## src/rtl/ctrl_sequencer_if.sv

```systemverilog
// rtl/ctrl_sequencer_if.sv - handshake, ROM, regfile, memory and ALU control bundle for ctrl_sequencer
interface ctrl_sequencer_if #(
  parameter int PC_W  = 8,
  parameter int CNT_W = 16
);
  logic             Start;
  logic             Ack;
  logic             Busy;
  logic [PC_W-1:0]  InstAddr;
  logic [8:0]       InstIn;
  logic [3:0]       OP;
  logic [2:0]       Im;
  logic [2:0]       RdAddrA;
  logic [2:0]       RdAddrB;
  logic [2:0]       WrAddr;
  logic             WrEn;
  logic             WrSel;
  logic             MemRdEn;
  logic             MemWrEn;
  logic             Branch;
  logic [2:0]       LutIdx;
  logic [PC_W-1:0]  LutTarget;
  logic [CNT_W-1:0] InstCount;

  modport master (
    input  Start, InstIn, Branch, LutTarget,
    output Ack, Busy, InstAddr, OP, Im, RdAddrA, RdAddrB, WrAddr,
           WrEn, WrSel, MemRdEn, MemWrEn, LutIdx, InstCount
  );

  modport slave (
    output Start, InstIn, Branch, LutTarget,
    input  Ack, Busy, InstAddr, OP, Im, RdAddrA, RdAddrB, WrAddr,
           WrEn, WrSel, MemRdEn, MemWrEn, LutIdx, InstCount
  );
endinterface

```

## src/rtl/ctrl_sequencer.sv

```systemverilog
// rtl/ctrl_sequencer.sv - multi-cycle fetch/decode/control sequencer driving the ALU and memories
module ctrl_sequencer #(
  parameter int              PC_W       = 8,
  parameter logic [PC_W-1:0] START_ADDR = '0,
  parameter int              CNT_W      = 16
) (
  input  logic             Clk,
  input  logic             Reset,
  ctrl_sequencer_if.master bus
);

  localparam logic [3:0] OP_BNZL = 4'd10;
  localparam logic [3:0] OP_BNZR = 4'd11;
  localparam logic [3:0] OP_LDR  = 4'd12;
  localparam logic [3:0] OP_STR  = 4'd13;
  localparam logic [3:0] OP_NOP  = 4'd14;
  localparam logic [3:0] OP_HALT = 4'd15;
  localparam logic [8:0] IR_HALT = 9'h1E0;

  typedef enum logic [2:0] {
    S_IDLE,
    S_FETCH,
    S_EXEC,
    S_LOAD,
    S_DONE
  } state_t;

  state_t           state, state_next;
  logic [PC_W-1:0]  pc, pc_next, pc_inc;
  logic [8:0]       ir, ir_next;
  logic [CNT_W-1:0] inst_count, count_next;
  logic             retire;

  // Fields of the instruction arriving from ROM this cycle, and of the held IR
  logic [3:0] in_op, ir_op;
  logic [2:0] in_rd, in_rs, ir_rd, ir_rs;

  logic [3:0] op;
  logic [2:0] im, rd_addr_a, rd_addr_b, wr_addr, lut_idx;
  logic       wr_en, wr_sel, mem_rd_en, mem_wr_en;

  assign in_op  = bus.InstIn[8:5];
  assign in_rd  = {1'b0, bus.InstIn[4:3]};
  assign in_rs  = bus.InstIn[2:0];
  assign ir_op  = ir[8:5];
  assign ir_rd  = {1'b0, ir[4:3]};
  assign ir_rs  = ir[2:0];
  assign pc_inc = pc + {{(PC_W-1){1'b0}}, 1'b1};

  // State, PC, IR and retired-instruction counter registers
  always_ff @(posedge Clk) begin
    if (Reset) begin
      state      <= S_IDLE;
      pc         <= START_ADDR;
      ir         <= IR_HALT;
      inst_count <= '0;
    end else begin
      state      <= state_next;
      pc         <= pc_next;
      ir         <= ir_next;
      inst_count <= count_next;
    end
  end

  // Next-state, PC update and decoded control outputs
  always_comb begin
    state_next = state;
    pc_next    = pc;
    ir_next    = ir;
    count_next = inst_count;
    retire     = 1'b0;
    op         = 4'hF;
    im         = 3'd0;
    rd_addr_a  = 3'd0;
    rd_addr_b  = 3'd0;
    wr_addr    = 3'd0;
    lut_idx    = 3'd0;
    wr_en      = 1'b0;
    wr_sel     = 1'b0;
    mem_rd_en  = 1'b0;
    mem_wr_en  = 1'b0;

    case (state)
      S_IDLE, S_DONE: begin
        if (bus.Start) begin
          pc_next    = START_ADDR;
          count_next = '0;
          state_next = S_FETCH;
        end
      end

      S_FETCH: begin
        state_next = S_EXEC;
      end

      S_EXEC: begin
        // ROM data is only valid now, so decode straight from InstIn and keep a copy for LOAD
        ir_next    = bus.InstIn;
        op         = in_op;
        im         = in_rs;
        rd_addr_a  = in_rd;
        rd_addr_b  = in_rs;
        wr_addr    = in_rd;
        pc_next    = pc_inc;
        retire     = 1'b1;
        state_next = S_FETCH;
        case (in_op)
          OP_BNZL, OP_BNZR: begin
            // The ALU tests R[rd], so it goes out on port B; Im selects the LUT entry
            rd_addr_b = in_rd;
            lut_idx   = in_rs;
            if (bus.Branch) begin
              pc_next = bus.LutTarget;
            end
          end
          OP_LDR: begin
            mem_rd_en  = 1'b1;
            pc_next    = pc;
            retire     = 1'b0;
            state_next = S_LOAD;
          end
          OP_STR: begin
            mem_wr_en = 1'b1;
          end
          OP_NOP: begin
          end
          OP_HALT: begin
            pc_next    = pc;
            state_next = S_DONE;
          end
          default: begin
            wr_en = 1'b1;
          end
        endcase
      end

      S_LOAD: begin
        // Memory data returns this cycle; write it back to rd
        op         = ir_op;
        im         = ir_rs;
        rd_addr_a  = ir_rd;
        rd_addr_b  = ir_rs;
        wr_addr    = ir_rd;
        wr_en      = 1'b1;
        wr_sel     = 1'b1;
        pc_next    = pc_inc;
        retire     = 1'b1;
        state_next = S_FETCH;
      end

      default: begin
        state_next = S_IDLE;
      end
    endcase

    if (retire && (inst_count != {CNT_W{1'b1}})) begin
      count_next = inst_count + {{(CNT_W-1){1'b0}}, 1'b1};
    end
  end

  assign bus.Ack       = (state == S_DONE);
  assign bus.Busy      = (state == S_FETCH) || (state == S_EXEC) || (state == S_LOAD);
  assign bus.InstAddr  = pc;
  assign bus.OP        = op;
  assign bus.Im        = im;
  assign bus.RdAddrA   = rd_addr_a;
  assign bus.RdAddrB   = rd_addr_b;
  assign bus.WrAddr    = wr_addr;
  assign bus.WrEn      = wr_en;
  assign bus.WrSel     = wr_sel;
  assign bus.MemRdEn   = mem_rd_en;
  assign bus.MemWrEn   = mem_wr_en;
  assign bus.LutIdx    = lut_idx;
  assign bus.InstCount = inst_count;

endmodule

```

## src/flat_wrapper.sv

```systemverilog
// flat-port wrapper written by rule: the top's interface ports become plain ports
module ctrl_sequencer_flat 
#(
  parameter int              PC_W       = 8,
  parameter logic [PC_W-1:0] START_ADDR = '0,
  parameter int              CNT_W      = 16
)
  (Clk, Reset, bus_Start, bus_InstIn, bus_Branch, bus_LutTarget, bus_Ack, bus_Busy, bus_InstAddr, bus_OP, bus_Im, bus_RdAddrA, bus_RdAddrB, bus_WrAddr, bus_WrEn, bus_WrSel, bus_MemRdEn, bus_MemWrEn, bus_LutIdx, bus_InstCount);
  ctrl_sequencer_if #(.PC_W(PC_W), .CNT_W(CNT_W)) bus_i ();
  input  logic Clk;
  input  logic Reset;
  input wire logic [$bits(bus_i.Start)-1:0] bus_Start;
  input wire logic [$bits(bus_i.InstIn)-1:0] bus_InstIn;
  input wire logic [$bits(bus_i.Branch)-1:0] bus_Branch;
  input wire logic [$bits(bus_i.LutTarget)-1:0] bus_LutTarget;
  output wire logic [$bits(bus_i.Ack)-1:0] bus_Ack;
  output wire logic [$bits(bus_i.Busy)-1:0] bus_Busy;
  output wire logic [$bits(bus_i.InstAddr)-1:0] bus_InstAddr;
  output wire logic [$bits(bus_i.OP)-1:0] bus_OP;
  output wire logic [$bits(bus_i.Im)-1:0] bus_Im;
  output wire logic [$bits(bus_i.RdAddrA)-1:0] bus_RdAddrA;
  output wire logic [$bits(bus_i.RdAddrB)-1:0] bus_RdAddrB;
  output wire logic [$bits(bus_i.WrAddr)-1:0] bus_WrAddr;
  output wire logic [$bits(bus_i.WrEn)-1:0] bus_WrEn;
  output wire logic [$bits(bus_i.WrSel)-1:0] bus_WrSel;
  output wire logic [$bits(bus_i.MemRdEn)-1:0] bus_MemRdEn;
  output wire logic [$bits(bus_i.MemWrEn)-1:0] bus_MemWrEn;
  output wire logic [$bits(bus_i.LutIdx)-1:0] bus_LutIdx;
  output wire logic [$bits(bus_i.InstCount)-1:0] bus_InstCount;
  assign bus_i.Start = bus_Start;
  assign bus_i.InstIn = bus_InstIn;
  assign bus_i.Branch = bus_Branch;
  assign bus_i.LutTarget = bus_LutTarget;
  assign bus_Ack = bus_i.Ack;
  assign bus_Busy = bus_i.Busy;
  assign bus_InstAddr = bus_i.InstAddr;
  assign bus_OP = bus_i.OP;
  assign bus_Im = bus_i.Im;
  assign bus_RdAddrA = bus_i.RdAddrA;
  assign bus_RdAddrB = bus_i.RdAddrB;
  assign bus_WrAddr = bus_i.WrAddr;
  assign bus_WrEn = bus_i.WrEn;
  assign bus_WrSel = bus_i.WrSel;
  assign bus_MemRdEn = bus_i.MemRdEn;
  assign bus_MemWrEn = bus_i.MemWrEn;
  assign bus_LutIdx = bus_i.LutIdx;
  assign bus_InstCount = bus_i.InstCount;
  ctrl_sequencer #(.PC_W(PC_W), .START_ADDR(START_ADDR), .CNT_W(CNT_W)) u_core (.Clk(Clk), .Reset(Reset), .bus(bus_i));
endmodule
```

## config.mk

```make
export PLATFORM = sky130hd
export DESIGN_NAME = ctrl_sequencer_flat
export DESIGN_NICKNAME = d
export VERILOG_FILES = /design/src/rtl/ctrl_sequencer_if.sv /design/src/rtl/ctrl_sequencer.sv /design/src/flat_wrapper.sv
export SDC_FILE = /design/constraint.sdc
export NUM_CORES = 1
export LEC_CHECK = 0
export ABC_AREA = 1
export CORE_UTILIZATION = 48
export DETAILED_ROUTE_END_ITERATION = 10
export PLACE_DENSITY = 0.81
export SYNTH_ARGS = -nofsm -noshare
export SYNTH_HDL_FRONTEND = slang
export SYNTH_SLANG_ARGS = --single-unit
export TNS_END_PERCENT = 10
```

## constraint.sdc

```tcl
create_clock -name Clk -period 1.8 [get_ports Clk]
set_clock_uncertainty 0.1 [all_clocks]
set_input_delay 0.36 -clock Clk [delete_from_list [all_inputs] [get_ports Clk]]
set_output_delay 0.36 -clock Clk [all_outputs]
set_load 0.1 [all_outputs]
```

Word level (Yosys, flattened, before mapping)
Cells that the tools add are included.
W data, S select, Z words.
{ "word_totals": {"ff_bits": 36, "latch_bits": 0, "ramBits": 0, "mem_bits_ro": 0, "in_bits": 21, "output_inout_bits": 49, "wordCells": 58, "memories": 0} }
{ "classes": {"add_sub_neg": 2, "multipliers": 0, "div_mod_pow": 0, "order_cmp": 0, "n_eq_ne": 13, "n_shift": 0, "n_mux": 26, "n_bitwise": 0, "reduce_logical": 13} }
{ "op_table": {"columns": ["op", "count"], "rows": [
  ["$mux W16", 3],
  ["$eq A4 B4 Y1 const B", 6],
  ["$pmux W8 S3", 1],
  ["$pmux W3 S2", 3],
  ["$add A16 B1 Y16 const B", 1],
  ["$mux W8", 2],
  ["$ne A16 B16 Y1 const B", 1],
  ["$pmux W8 S2", 1],
  ["$mux W3", 4],
  ["$pmux W3 S4", 1],
  ["$add A8 B1 Y8 const B", 1],
  ["$pmux W4 S2", 1],
  ["$mux W1", 7],
  ["$eq A3 B2 Y1 const B", 2],
  ["$reduce_or A2 Y1", 3],
  ["$reduce_or A6 Y1", 1],
  ["$ne A2 B2 Y1 const B", 2],
  ["$pmux W1 S2", 2],
  ["$pmux W2 S2", 1],
  ["$reduce_bool A2 Y1", 2],
  ["$eq A3 B1 Y1 const B", 1],
  ["$eq A3 B3 Y1 const B", 1],
  ["$logic_not A3 Y1", 1],
  ["$reduce_and A3 Y1", 1],
  ["4 further kinds", 5]
]} }

Longest topological paths before layout
Gate-level depths: netlist of the first run.
{ "depth": {"depth_word": 6, "depth_mapped": 11, "mapped_depth_nobuf": 10} }

Worst setup path before layout of the first run
No wires, ideal clock.
{ "synth_timing": {"path_type": "flip-flop to output port", "from": "reg u_core.state[1]", "to": "out bus_RdAddrB[2]", "t_arrival_ps": 3038, "required_ps": 1340, "path_slack_ps": -1698, "stages_incl_launch_ff": 6, "path_buffers": 1, "path_cell_list": "dfxtp_1 nand2_1 nor2_1 buf_2 nand2_1 o21ai_0"} }
{ "synth_between": {"elab_chain_cells": 2, "word_cells_on_any_way": 3, "cone_classes": "2 x eq/ne; 1 x mux"} }
{ "synth_rtl": {"columns": ["item", "line_no", "text"], "rows": [
  ["start: declaration", "ctrl_sequencer.sv:28", "state_t state, state_next;"],
  ["start signal: assignment", "ctrl_sequencer.sv:58", "state <= state_next;"],
  ["$eq A3 B2 Y1", "ctrl_sequencer.sv:83", "case (state)"],
  ["$pmux W3 S2 *", "ctrl_sequencer.sv:83", null],
  ["end: declaration", "flat_wrapper.sv:22", "output wire logic [$bits(bus_i.RdAddrB)-1:0] bus_RdAddrB;"]
]} }
Every way passes the cells marked *; elsewhere a longest branch is shown, timed or not.

Final worst setup path of the first run
{ "layout_timing": {"from": "reg u_core.state[2]", "to": "out bus_RdAddrB[0]"} }
The elaborated chain is that of the path after synthesis.

==> impl_metrics.toml, run 1 <==
[status]
status = "finished, violations left"
violations = "setup timing"

[setup_path]
regToRegStartpoint = "u_core.bus.InstCount[1]$_SDFFE_PP0P_"
cp-start-kind = "flop"
crit_path_frequent_cell = "nor2_4"
cp_cell_sequence = "inv_2, nand2_4, nor2_4, inv_4, nor2_4, o21ai_1, o211ai_1, clkbuf_16"
r2r-end = "u_core.bus.InstCount[9]$_SDFFE_PP0P_"
r2r_cells = 9
path_class = "reg2out"
crit_slowest_cell = "dfxtp_2"
crit_path_end_kind = "output port"
cp.required_ns = 1.34
critical_path.max_stage_delay_ns = 0.33
cp_data_arrival_time_ns = 1.72
reg2reg_slack_ns = 0.09
path_max_fanout = 4

[power_and_ir_drop]
switching_share_pct = 43.49
power_switching_uw = 1254
clkPwrFrac_pct = 21.4
leakage_uw = 0.001760
p_int_uw = 1629
seqPwrFrac_pct = 31.7
power_density_nw_per_um2 = 677.3
irDropWorstVdd_uv = 505.8
pwr-share-comb_pct = 46.9

[global_route]
gr-usage-all-layers_pct = 34.22
grt_antenna_before_repair = 0
grt_overflow = 0
grt_max_degree = 21
grt_pass1_vias = 2988
grt_pass1_wl_microns = 14000

[clock_tree]
cts_tree = "done"
cts_buffer_depth = 2
clkTransAtPathRegs_ns = 0.08
cts_buffers = 5
cts_hold_buffers = 0
cts_sinks = 36
clock_latency_ns = 0.30
htreeDepth = 2
ctsRootBufferMaster = "clkbuf_8"

[floorplanning]
rows = 25
start_util_pct = 50.51
io_pins = 70
dieArea_sq_um = 5324
die_y_microns = 72.97
die_x_microns = 72.97
fp.coreArea_sq_um = 4786

[sta]
rsz0062_at_grt = "true"
setup_violations = 19
final_max_slew_viol_count = 0
fin_crit_sh_pct = 120.9
setup_ws_ns = -0.3762
min_period_ns = 2.176
hold_violations = 0
fmax_mhz = 459.5

[final_layout]
seqCellArea_sq_um = 724.4
drive_gt1_share_pct = 36.90
final_cell_mix = "90 x nand2_1, 52 x buf_4, 47 x buf_12"
area.growth.synth_to_final_pct = 76.09
final_nets = 518
fin_area_sq_um = 4257
final_cells = 563
fillCellCount = 205
antennaDiodeCount = 0
multi_input_area_sq_um = 1604
layout_commonest_cell = "nand2_1"

[synthesis]
synth_seq_area_share_pct = 29.81
syn-instance-count = 377
synth_area_sq_um = 2417
ys_ff_latch = 36
synthFlopType = "dfxtp_1"
async_flop_share_pct = 0
ys_warn_count = 0
synth.distinct_cells = 32
avgSynthCellArea_sq_um = 6.412
synth-edff-count = 0

[hold_path]
min_path_cells = 2
holdPathEnd = "u_core.ir[3]$_SDFFE_PP0P_"
hp-class = "reg2reg"
hp-start = "u_core.ir[3]$_SDFFE_PP0P_"

[flow_run]
drv_cap = 0

[drt]
dr_total_vias = 3196
drtIter0Drc = 262
viasPerCell = 5.677
totalWireLength_microns = 9863
drtAntennaViolNets = 0
drc = 0
wl_per_cell_microns = 17.52
drtPass1Iterations = 5

[place]
dp.cells = 547
port_buffers = 67
gp_congestion = 0.9320
dp_hpwl_microns = 6006
placed_area_sq_um = 3978
[power by group through the flow]
stage	Clock, uW	Combinational [uW]	Sequential [uW]
finish	618	1350	913
global route	645	1400	917
CTS	606	1280	905
detailed placement	0	1250	922
global placement	0	1220	919
floorplan	0	597	1090
[through the flow]
step,total power (uW),setup TNS (ns),utilization [%],hold WS (ns),setup WS (ns)
3_5_place_dp,2170,-9.399,83.11,0.3486,-0.3647
6_report,2883,-4.852,88.94,0.3936,-0.3762
5_1_grt,2959,-6.029,88.94,0.4066,-0.5279
3_3_place_gp,2142,-6.702,83.11,0.3378,-0.2711
4_1_cts,2789,-3.193,87.03,0.3661,-0.2532
2_1_floorplan,1686,-22.93,-,0.3292,-0.8940
[routing by layer]
layer  share of wire, %  vias up  GRT usage [%]
li1                   -     1451              -
met1                 36     1492          41.01
met2                 50      212          60.75
met3                8.5       41          5.525
met4                4.8        0          13.94
met5                  0        -              0
[worst max-delay path, delay by kind of cell, from the launching register on]
family | cells | cell delay [ns]
AO/OA/AOI/OAI | 2 | 0.24
buffers and inverters | 3 | 0.42
flip-flops | 1 | 0.33
AND/OR/NAND/NOR | 3 | 0.43
[registers in the layout (all words and copies together) (netlist names)]
name                  count
u_core.bus.InstAddr       8
u_core.ir                 9
u_core.state              3
u_core.bus.InstCount     16
[synth_stat cells, types with 2 or more instances]
master | count | area share, %
buf_6 | 2 | 0.93
nand4_1 | 3 | 0.78
a21oi_1 | 33 | 6.8
buf_4 | 5 | 1.6
nand3_2 | 8 | 3.3
clkbuf_1 | 3 | 0.47
inv_1 | 32 | 5.0
nand2_1 | 104 | 16
nand3_1 | 31 | 6.4
o211ai_1 | 2 | 0.62
inv_2 | 2 | 0.31
nor3_1 | 4 | 0.83
ha_1 | 2 | 1.0
dfxtp_1 | 36 | 30
o21bai_1 | 5 | 1.6
o21ai_0 | 17 | 3.5
nor2_2 | 3 | 0.78
nor2_4 | 4 | 1.9
a21oi_2 | 7 | 2.5
nand2_2 | 11 | 2.8
or2_2 | 2 | 0.52
xnor2_1 | 4 | 1.4
nor2_1 | 44 | 6.8
nand2_4 | 2 | 0.93
buf_2 | 4 | 0.83
[final cells by class]
| type | count | share of cell area, % |
|---|---|---|
| Timing Repair Buffer | 125 | 38.04 |
| Multi-Input combinational cell | 292 | 37.68 |
| Sequential cell | 36 | 17.02 |
| Inverter | 35 | 3.175 |
| Clock buffer | 8 | 2.116 |
| Tap cell | 67 | 1.969 |
[logic make-up after synthesis]
kind of cell	synth area share, %
simple gates	41.51
compound gates	15.58
buf+inv	10.09
flops	29.81
xor+xnor	1.812
fa+ha+maj	1.035
other cells	0.1551
[timing repair]
item	in CTS	in global routing
pin swaps	9	5
setup endpoints to repair	29	28
gates resized for setup	25	24
setup buffers	5	3
[how the worst max path moves through the flow]
stage | start | end | cells after the start
2_1_floorplan | u_core.state[2]$_SDFFE_PP0P_ | bus_RdAddrB[1] | 6
3_3_place_gp | bus_InstIn[7] | bus_MemRdEn | 6
3_5_place_dp | bus_InstIn[7] | u_core.bus.InstAddr[2]$_SDFFE_PP0P_ | 9
4_1_cts | u_core.state[2]$_SDFFE_PP0P_ | bus_RdAddrB[1] | 7
5_1_grt | u_core.state[2]$_SDFFE_PP0P_ | bus_RdAddrB[1] | 8
6_report | u_core.state[2]$_SDFFE_PP0P_ | bus_RdAddrB[0] | 8
(Power assumes the default switching activity.)
==> inputs of run 2 (changes only) <==
- ABC_AREA: 1 -> unset
- CORE_UTILIZATION: 48 -> 46
- PLACE_DENSITY: 0.81 -> 0.8
==> run 2 against run 1 <==
  * The run now fails in global routing (5_1_grt)
  * Synthesized area fell by 11%
  * Synthesized cell count fell by 25%
==> impl_metrics.toml, run 2 <==
[synthesis]
ys_ff_latch = 36
synth-edff-count = 0
async_flop_share_pct = 0
syn-instance-count = 283
synth_seq_area_share_pct = 33.68
ys_warn_count = 0
synthFlopType = "dfxtp_1"
yosysTopAreaCell = "dfxtp_1"
synth_most_common_cell = "nand2_1"
avgSynthCellArea_sq_um = 7.560
synth_area_leaders = "dfxtp_1 34%, nand2_1 7.4%, a21oi_1 6.5%, nor2_1 4.9%, mux2i_1 4.7%"
synth.distinct_cells = 50
synth_area_sq_um = 2140
yosysTopAreaCellShare_pct = 33.68
synth_commonest_cells = "42 x nand2_1, 36 x dfxtp_1, 28 x a21oi_1, 28 x nor2_1, 14 x nand3_1"

[clock_tree]
htreeDepth = 2
cts_buffers = 5
cts_sinks = 36
ctsRootBufferMaster = "clkbuf_8"
cts_hold_buffers = 0
cts_buffer_depth = 2

[status]
error = "[ERROR DPL-0038] Utilization greater than 100%, impossible to legalize"
status = "aborted with a tool error"
lastStage = "global routing (5_1_grt)"

[floorplanning]
rows = 24
die_x_microns = 70.20
start_util_pct = 48.47
io_pins = 70
die_y_microns = 70.20

[sta]
endpoint_type = "register data pin"
worst_endpoint = "u_core.bus.InstCount[11]$_SDFFE_PP0P_/D"

[place]
port_buffers = 67
dp_hpwl_microns = 5938
placed_area_sq_um = 3897
gp_congestion = 0.8984

[global_route]
grt_max_degree = 12
==> run 2: changes by cell type after synthesis, moves of 10 or more <==
cell and delta:
nand2_2 -11, mux2i_1 +10, nor2_1 -16, inv_1 -26, nand2_1 -62, nand3_1 -17
==> run 2: logic make-up after synthesis <==
group / after synthesis / synth area share, %
DFF: 36 / 33.68
xor gates and xnor gates: 4 / 1.638
and+or+nand+nor: 144 / 34.62
other: 1 / 0.1753
buffers and inverters: 22 / 5.088
AOI/OAI and AO/OA: 63 / 18.42
muxes: 11 / 5.205
adders and majority gates: 2 / 1.169
==> run 2: timing repair <==
| item | 4_1_cts |
|---|---|
| setup endpoints to repair | 48 |
| hold endpoints to repair | 0 |
| setup buffers | 11 |
| gates cloned | 1 |
| pin swaps | 24 |
| gates resized for setup | 56 |
==> run 2: through the flow <==
stage	cells	util (%)	worst slack [ns]
floorplan	284	-	-0.7118
CTS	472	95.01	-0.2797
detailed placement	453	88.29	-0.6028
global placement	453	88.29	-0.4977
==> inputs of run 3 (changes only) <==
- CORE_UTILIZATION: 46 -> 35
- PLACE_DENSITY: 0.8 -> unset
- PLACE_DENSITY_LB_ADDON: unset -> 0.15
==> run 3 against run 2 <==
  * The flow now finishes, with violations (setup timing)
  * Synthesized cell count is the same
  * Synthesized area is the same
==> impl_metrics.toml, run 3 <==
[power_and_ir_drop]
leakage_uw = 0.001731
irDropWorstVdd_uv = 321.7
power_density_nw_per_um2 = 561.3
finalPower_uw = 2435

[floorplanning]
io_pins = 70
dieArea_sq_um = 6430
start_util_pct = 36.14
fp.coreArea_sq_um = 5921
rows = 28
die_x_microns = 80.19
die_y_microns = 80.19

[setup_path]
path_max_fanout = 4
crit_path_end_kind = "output port"
cp_data_arrival_time_ns = 1.52
cp.required_ns = 1.34
path_class = "reg2out"
cp-start-kind = "flop"

[synthesis]
synth_area_leaders = "dfxtp_1 34%, nand2_1 7.4%, a21oi_1 6.5%, nor2_1 4.9%, mux2i_1 4.7%"
synth-simple-area-share_pct = 34.62
synth-edff-count = 0
synth.distinct_cells = 50
synth_area_sq_um = 2140
async_flop_share_pct = 0
synth_xor_area_share_pct = 1.637
synth_compound_area_share_pct = 18.42
synth_top_family_by_area = "simple AND/OR/NAND/NOR gates"
yosysTopAreaCellShare_pct = 33.68
synth_most_common_cell = "nand2_1"
yosysTopAreaCell = "dfxtp_1"
synthFlopType = "dfxtp_1"
synth_seq_area_share_pct = 33.68
ys_ff_latch = 36
muxShareOfSynthArea_pct = 5.205
syn-instance-count = 283
avgSynthCellArea_sq_um = 7.560
synth_fa_ha_area_share_pct = 1.170
synth_commonest_cells = "42 x nand2_1, 36 x dfxtp_1, 28 x a21oi_1, 28 x nor2_1, 14 x nand3_1"
ys_warn_count = 0

[final_layout]
drive_gt1_share_pct = 48.48
final_nets = 449
antennaDiodeCount = 0
area.growth.synth_to_final_pct = 102.7
fillCellCount = 415
layout_commonest_cell = "buf_4"
final_cells = 502
final_cell_mix = "73 x buf_4, 48 x buf_12, 42 x nand2_1"
largest_reg_flops = 16

[clock_tree]
cts_buffer_depth = 2
cts_tree = "done"
clkTransAtPathRegs_ns = 0.08
cts_sinks = 36
cts_buffers = 5
cts_hold_buffers = 0
clock_latency_ns = 0.29
ctsRootBufferMaster = "clkbuf_8"
htreeDepth = 2

[place]
gp_congestion = 0.8286
port_buffers = 67
post-place-ws_ns = -0.5520
dp_hpwl_microns = 4984
dp.cells = 479

[drt]
drtPass1Iterations = 4
wl_per_cell_microns = 14.26
drc = 0
drtAntennaViolNets = 0
viasPerCell = 5.271
totalWireLength_microns = 7160
dr_total_vias = 2646
drtIter0Drc = 152

[status]
status = "finished, violations left"
violations = "setup timing"

[global_route]
grt_antenna_before_repair = 0
grt_pass1_wl_microns = 11430
grt_overflow = 0
grt_max_degree = 20
gr-usage-all-layers_pct = 22.78
grt_pass1_vias = 2557

[hold_path]
hp-class = "reg2reg"

[sta]
final_max_slew_viol_count = 0
rsz0062_at_grt = "true"
fin_crit_sh_pct = 110.0
setup_ws_ns = -0.1803
holdWs_ns = 0.3891
setup_violations = 34
finalSetupTns_ns = -3.479
fmax_mhz = 505.0
hold_violations = 0
min_period_ns = 1.980

[flow_run]
drv_cap = 0
-- run 3: critical path, stage by stage (launching register included) --
cell	delay [ns]
dfxtp_2	0.33
buf_6	0.12
nor2b_4	0.12
and2_4	0.16
a21oi_2	0.07
nor3_4	0.22
buf_12	0.20
-- run 3: cell type report --
type,count,area (sq um),share of cell area (%)
Timing Repair Buffer,151,1838,42.37
Clock inverter,1,5.005,0.1154
Tap cell,75,93.84,2.163
Multi-Input combinational cell,226,1520,35.04
Inverter,6,22.52,0.5192
Clock buffer,7,76.32,1.759
Sequential cell,36,782.0,18.03
-- run 3: through the flow --
step	utilization, %	instance area [sq um]
global placement	66.69	3949
global route	73.27	4338
finish	73.27	4338
floorplan	-	2354
detailed placement	66.69	3949
CTS	71.34	4224
-- run 3: cell families (layout without fill, tap and decap cells) --
logic type,after synthesis,count (layout)
AO/OA/AOI/OAI,63,63
AND/OR/NAND/NOR,144,144
flip-flops,36,36
other,1,2
buffers and inverters,22,165
adder cells (fa/ha/maj),2,2
multiplexers,11,11
XOR/XNOR,4,4
-- run 3: where the power goes --
group | total (uW) | leakage, uW | switching, uW | internal [uW]
Sequential | 830 | 0.000305 | 26.2 | 804
Clock | 570 | 0.0000422 | 298 | 272
Combinational | 1040 | 0.00138 | 587 | 448
Total | 2430 | 0.00173 | 911 | 1520
-- run 3: path summary, 6_finish.rpt --
kind / start / endpoint / slack, ns / cells after the start
min: u_core.ir[6]$_SDFFE_PP1P_ / u_core.ir[6]$_SDFFE_PP1P_ / 0.39 / 1
min reg2reg: u_core.ir[6]$_SDFFE_PP1P_ / u_core.ir[6]$_SDFFE_PP1P_ / 0.39 / 1
max reg2reg: u_core.bus.InstCount[1]$_SDFFE_PP0P_ / u_core.bus.InstCount[14]$_SDFFE_PP0P_ / -0.13 / 10
max: u_core.state[2]$_SDFFE_PP0P_ / bus_RdAddrB[2] / -0.18 / 6
-- run 3: timing repair --
action / CTS / global route
endpoints found under the setup margin: 47 / 48
pin swaps: 19 / 13
buffers inserted: 7 / 7
gates cloned: 1 / 0
resized for setup: 45 / 20
-- run 3: routing by layer --
metal | global-route usage (%) | part of all wire [%]
met1 | 28.14 | 45
met2 | 38.63 | 50
met3 | 4.205 | 3.3
met4 | 9.464 | 1.7
met5 | 0 | 0
==> inputs of run 4 (changes only) <==
- CORE_MARGIN: unset -> 5
- CORE_UTILIZATION: 35 -> 30
==> run 4 against run 3 <==
  * The run still ends with setup timing left
  * Clock power up 15%
  * Cell area up 2.5%
  * Sequential share of layout area decreased by 0.35 points
  * Clock-buffer cell count is the same
  * Core utilization shrank 8.5 points
  * Routed wire length rose by 2.1%
  * Critical path type is now reg2reg
  * Largest cell class unchanged
  * Largest power group unchanged
==> impl_metrics.toml, run 4 (same netlist as run 3, synthesis figures left out) <==
[drt]
drtPass1Iterations = 4
drc = 0
dr_total_vias = 2549
viasPerCell = 4.837
drtAntennaViolNets = 0
drtIter0Drc = 126
wl_per_cell_microns = 13.87
totalWireLength_microns = 7312

[status]
violations = "setup timing"
status = "finished, violations left"

[hold_path]
holdPathEnd = "u_core.ir[6]$_SDFFE_PP1P_"
min_path_cells = 1
hp-start = "u_core.ir[6]$_SDFFE_PP1P_"
hp-class = "reg2reg"

[setup_path]
cp_cell_sequence = "nand4_1, or4_4, a211oi_4, buf_6, o21ba_1, mux2i_1"
r2r-end = "u_core.bus.InstCount[7]$_SDFFE_PP0P_"
regToRegStartpoint = "u_core.bus.InstCount[11]$_SDFFE_PP0P_"
crit_path_end_kind = "flop"
path_class = "reg2reg"
crit_slowest_cell = "or4_4"
cp.required_ns = 1.91
cp_data_arrival_time_ns = 2.11
reg2reg_slack_ns = -0.20
critical_path.max_stage_delay_ns = 0.60
r2r_cells = 6
cp-start-kind = "flop"
path_max_fanout = 4

[final_layout]
fin_area_sq_um = 4446
drive_gt1_share_pct = 50.81
fillCellCount = 535
final_cell_mix = "73 x buf_4, 48 x buf_12, 40 x nand2_1"
utilization_pct = 64.72
area.growth.synth_to_final_pct = 107.8
layout_commonest_cell = "buf_4"
antennaDiodeCount = 0
final_nets = 453
largest_reg_flops = 16

[place]
placed_area_sq_um = 3988
gp_congestion = 0.8192
dp_hpwl_microns = 5389
post-place-ws_ns = -0.5767
port_buffers = 67

[global_route]
gr-usage-all-layers_pct = 16.76
grt_max_degree = 19
grt_antenna_before_repair = 0
grt_pass1_wl_microns = 12230
grt_overflow = 0
grt_pass1_vias = 2588

[clock_tree]
clkTransAtPathRegs_ns = 0.07
cts_buffers = 5
ctsRootBufferMaster = "clkbuf_8"
cts_sinks = 36
clock_latency_ns = 0.29
htreeDepth = 2
cts_tree = "done"
cts_hold_buffers = 0
cts_buffer_depth = 2

[sta]
min_period_ns = 2.000
finalSetupTns_ns = -4.036
rsz0062_at_grt = "true"
final_max_slew_viol_count = 0
setup_ws_ns = -0.2004
fmax_mhz = 499.9
hold_violations = 0
fin_crit_sh_pct = 111.1
setup_violations = 37

[power_and_ir_drop]
pwr-share-comb_pct = 41.4
irDropWorstVdd_uv = 374.3
seqPwrFrac_pct = 32.8
clkPwrFrac_pct = 25.8
finalPower_uw = 2529
power_switching_uw = 911.3
power_density_nw_per_um2 = 569.0
p_int_uw = 1618
switching_share_pct = 36.03
leakage_uw = 0.001775

[flow_run]
drv_cap = 0

[floorplanning]
start_util_pct = 31.15
fp.coreArea_sq_um = 6869
io_pins = 70
die_x_microns = 94.45
rows = 30
dieArea_sq_um = 8921
die_y_microns = 94.45
run 4: changes by cell type in the layout (fill, tap and decap cells not counted), moves of 2 or more:
cell	delta
nor2_4	+2
dfxtp_2	-3
buf_6	+4
or2_4	-2
nor3_2	+2
dfxtp_4	+2
or2_2	+2
nand2_2	+2
a21oi_2	+2
nand2_1	-2
a21oi_1	-2
o21ai_0	-3
nor2_1	-2
o21ai_1	+3
run 4: power groups by stage:
stage          clock network (uW)  registers [uW]  logic, uW
2_1_floorplan                   0             872        543
3_3_place_gp                    0             841        917
3_5_place_dp                    0             841        926
4_1_cts                       670             828       1020
5_1_grt                       709             833       1100
6_report                      654             830       1050
run 4: timing repair:
item | 4_1_cts | 5_1_grt
resized for setup | 45 | 28
setup buffers | 13 | 4
pin swaps | 21 | 15
gates cloned | 1 | 1
endpoints found under the setup margin | 46 | 47
run 4: how the worst max path moves through the flow:
| stage | from | end | slack (ns) | cells after the start |
|---|---|---|---|---|
| after global placement | bus_InstIn[7] | u_core.bus.InstCount[13]$_SDFFE_PP0P_ | -0.52 | 6 |
| final | u_core.bus.InstCount[11]$_SDFFE_PP0P_ | u_core.bus.InstCount[7]$_SDFFE_PP0P_ | -0.20 | 6 |
| after floorplan | u_core.state[0]$_SDFFE_PP0P_ | bus_OP[1] | -0.71 | 3 |
| after detailed placement | bus_InstIn[7] | u_core.bus.InstCount[5]$_SDFFE_PP0P_ | -0.58 | 6 |
| after CTS | u_core.bus.InstCount[1]$_SDFFE_PP0P_ | u_core.bus.InstCount[7]$_SDFFE_PP0P_ | -0.24 | 7 |
| after global routing | u_core.bus.InstCount[1]$_SDFFE_PP0P_ | u_core.bus.InstCount[14]$_SDFFE_PP0P_ | -0.30 | 8 |
run 4: cell type report:
class | instances | area, sq um | share of cell area [%]
Timing Repair Buffer | 154 | 1869 | 42.05
Multi-Input combinational cell | 227 | 1545 | 34.76
Sequential cell | 36 | 785.8 | 17.68
Tap cell | 96 | 120.1 | 2.702
Clock buffer | 7 | 97.59 | 2.195
Inverter | 6 | 22.52 | 0.5066
Clock inverter | 1 | 5.005 | 0.1126
run 4: metal layers:
| layer | part of all wire (%) | wire [microns] | track usage, % | vias to the layer above |
|---|---|---|---|---|
| li1 | - | - | - | 1304 |
| met1 | 46 | 3366 | 21.71 | 1180 |
| met2 | 49 | 3568 | 28.25 | 57 |
| met3 | 4.2 | 304 | 3.745 | 8 |
| met4 | 1.0 | 73 | 4.087 | 0 |
| met5 | 0 | 0 | 0 | - |
run 4: through the flow:
stage          std cells  hold slack (ns)
6_report             527           0.3698
5_1_grt              527           0.4002
4_1_cts              522           0.3693
3_5_place_dp         500           0.3468
3_3_place_gp         500           0.3448
2_1_floorplan        284           0.3353
run 4: critical path, delay by kind of cell, from the launching register on:
family                 cells  cell delay [ns]
and+or+nand+nor            2             0.81
AOI/OAI and AO/OA          2             0.40
DFF                        1             0.35
buffers and inverters      1             0.15
muxes                      1             0.12
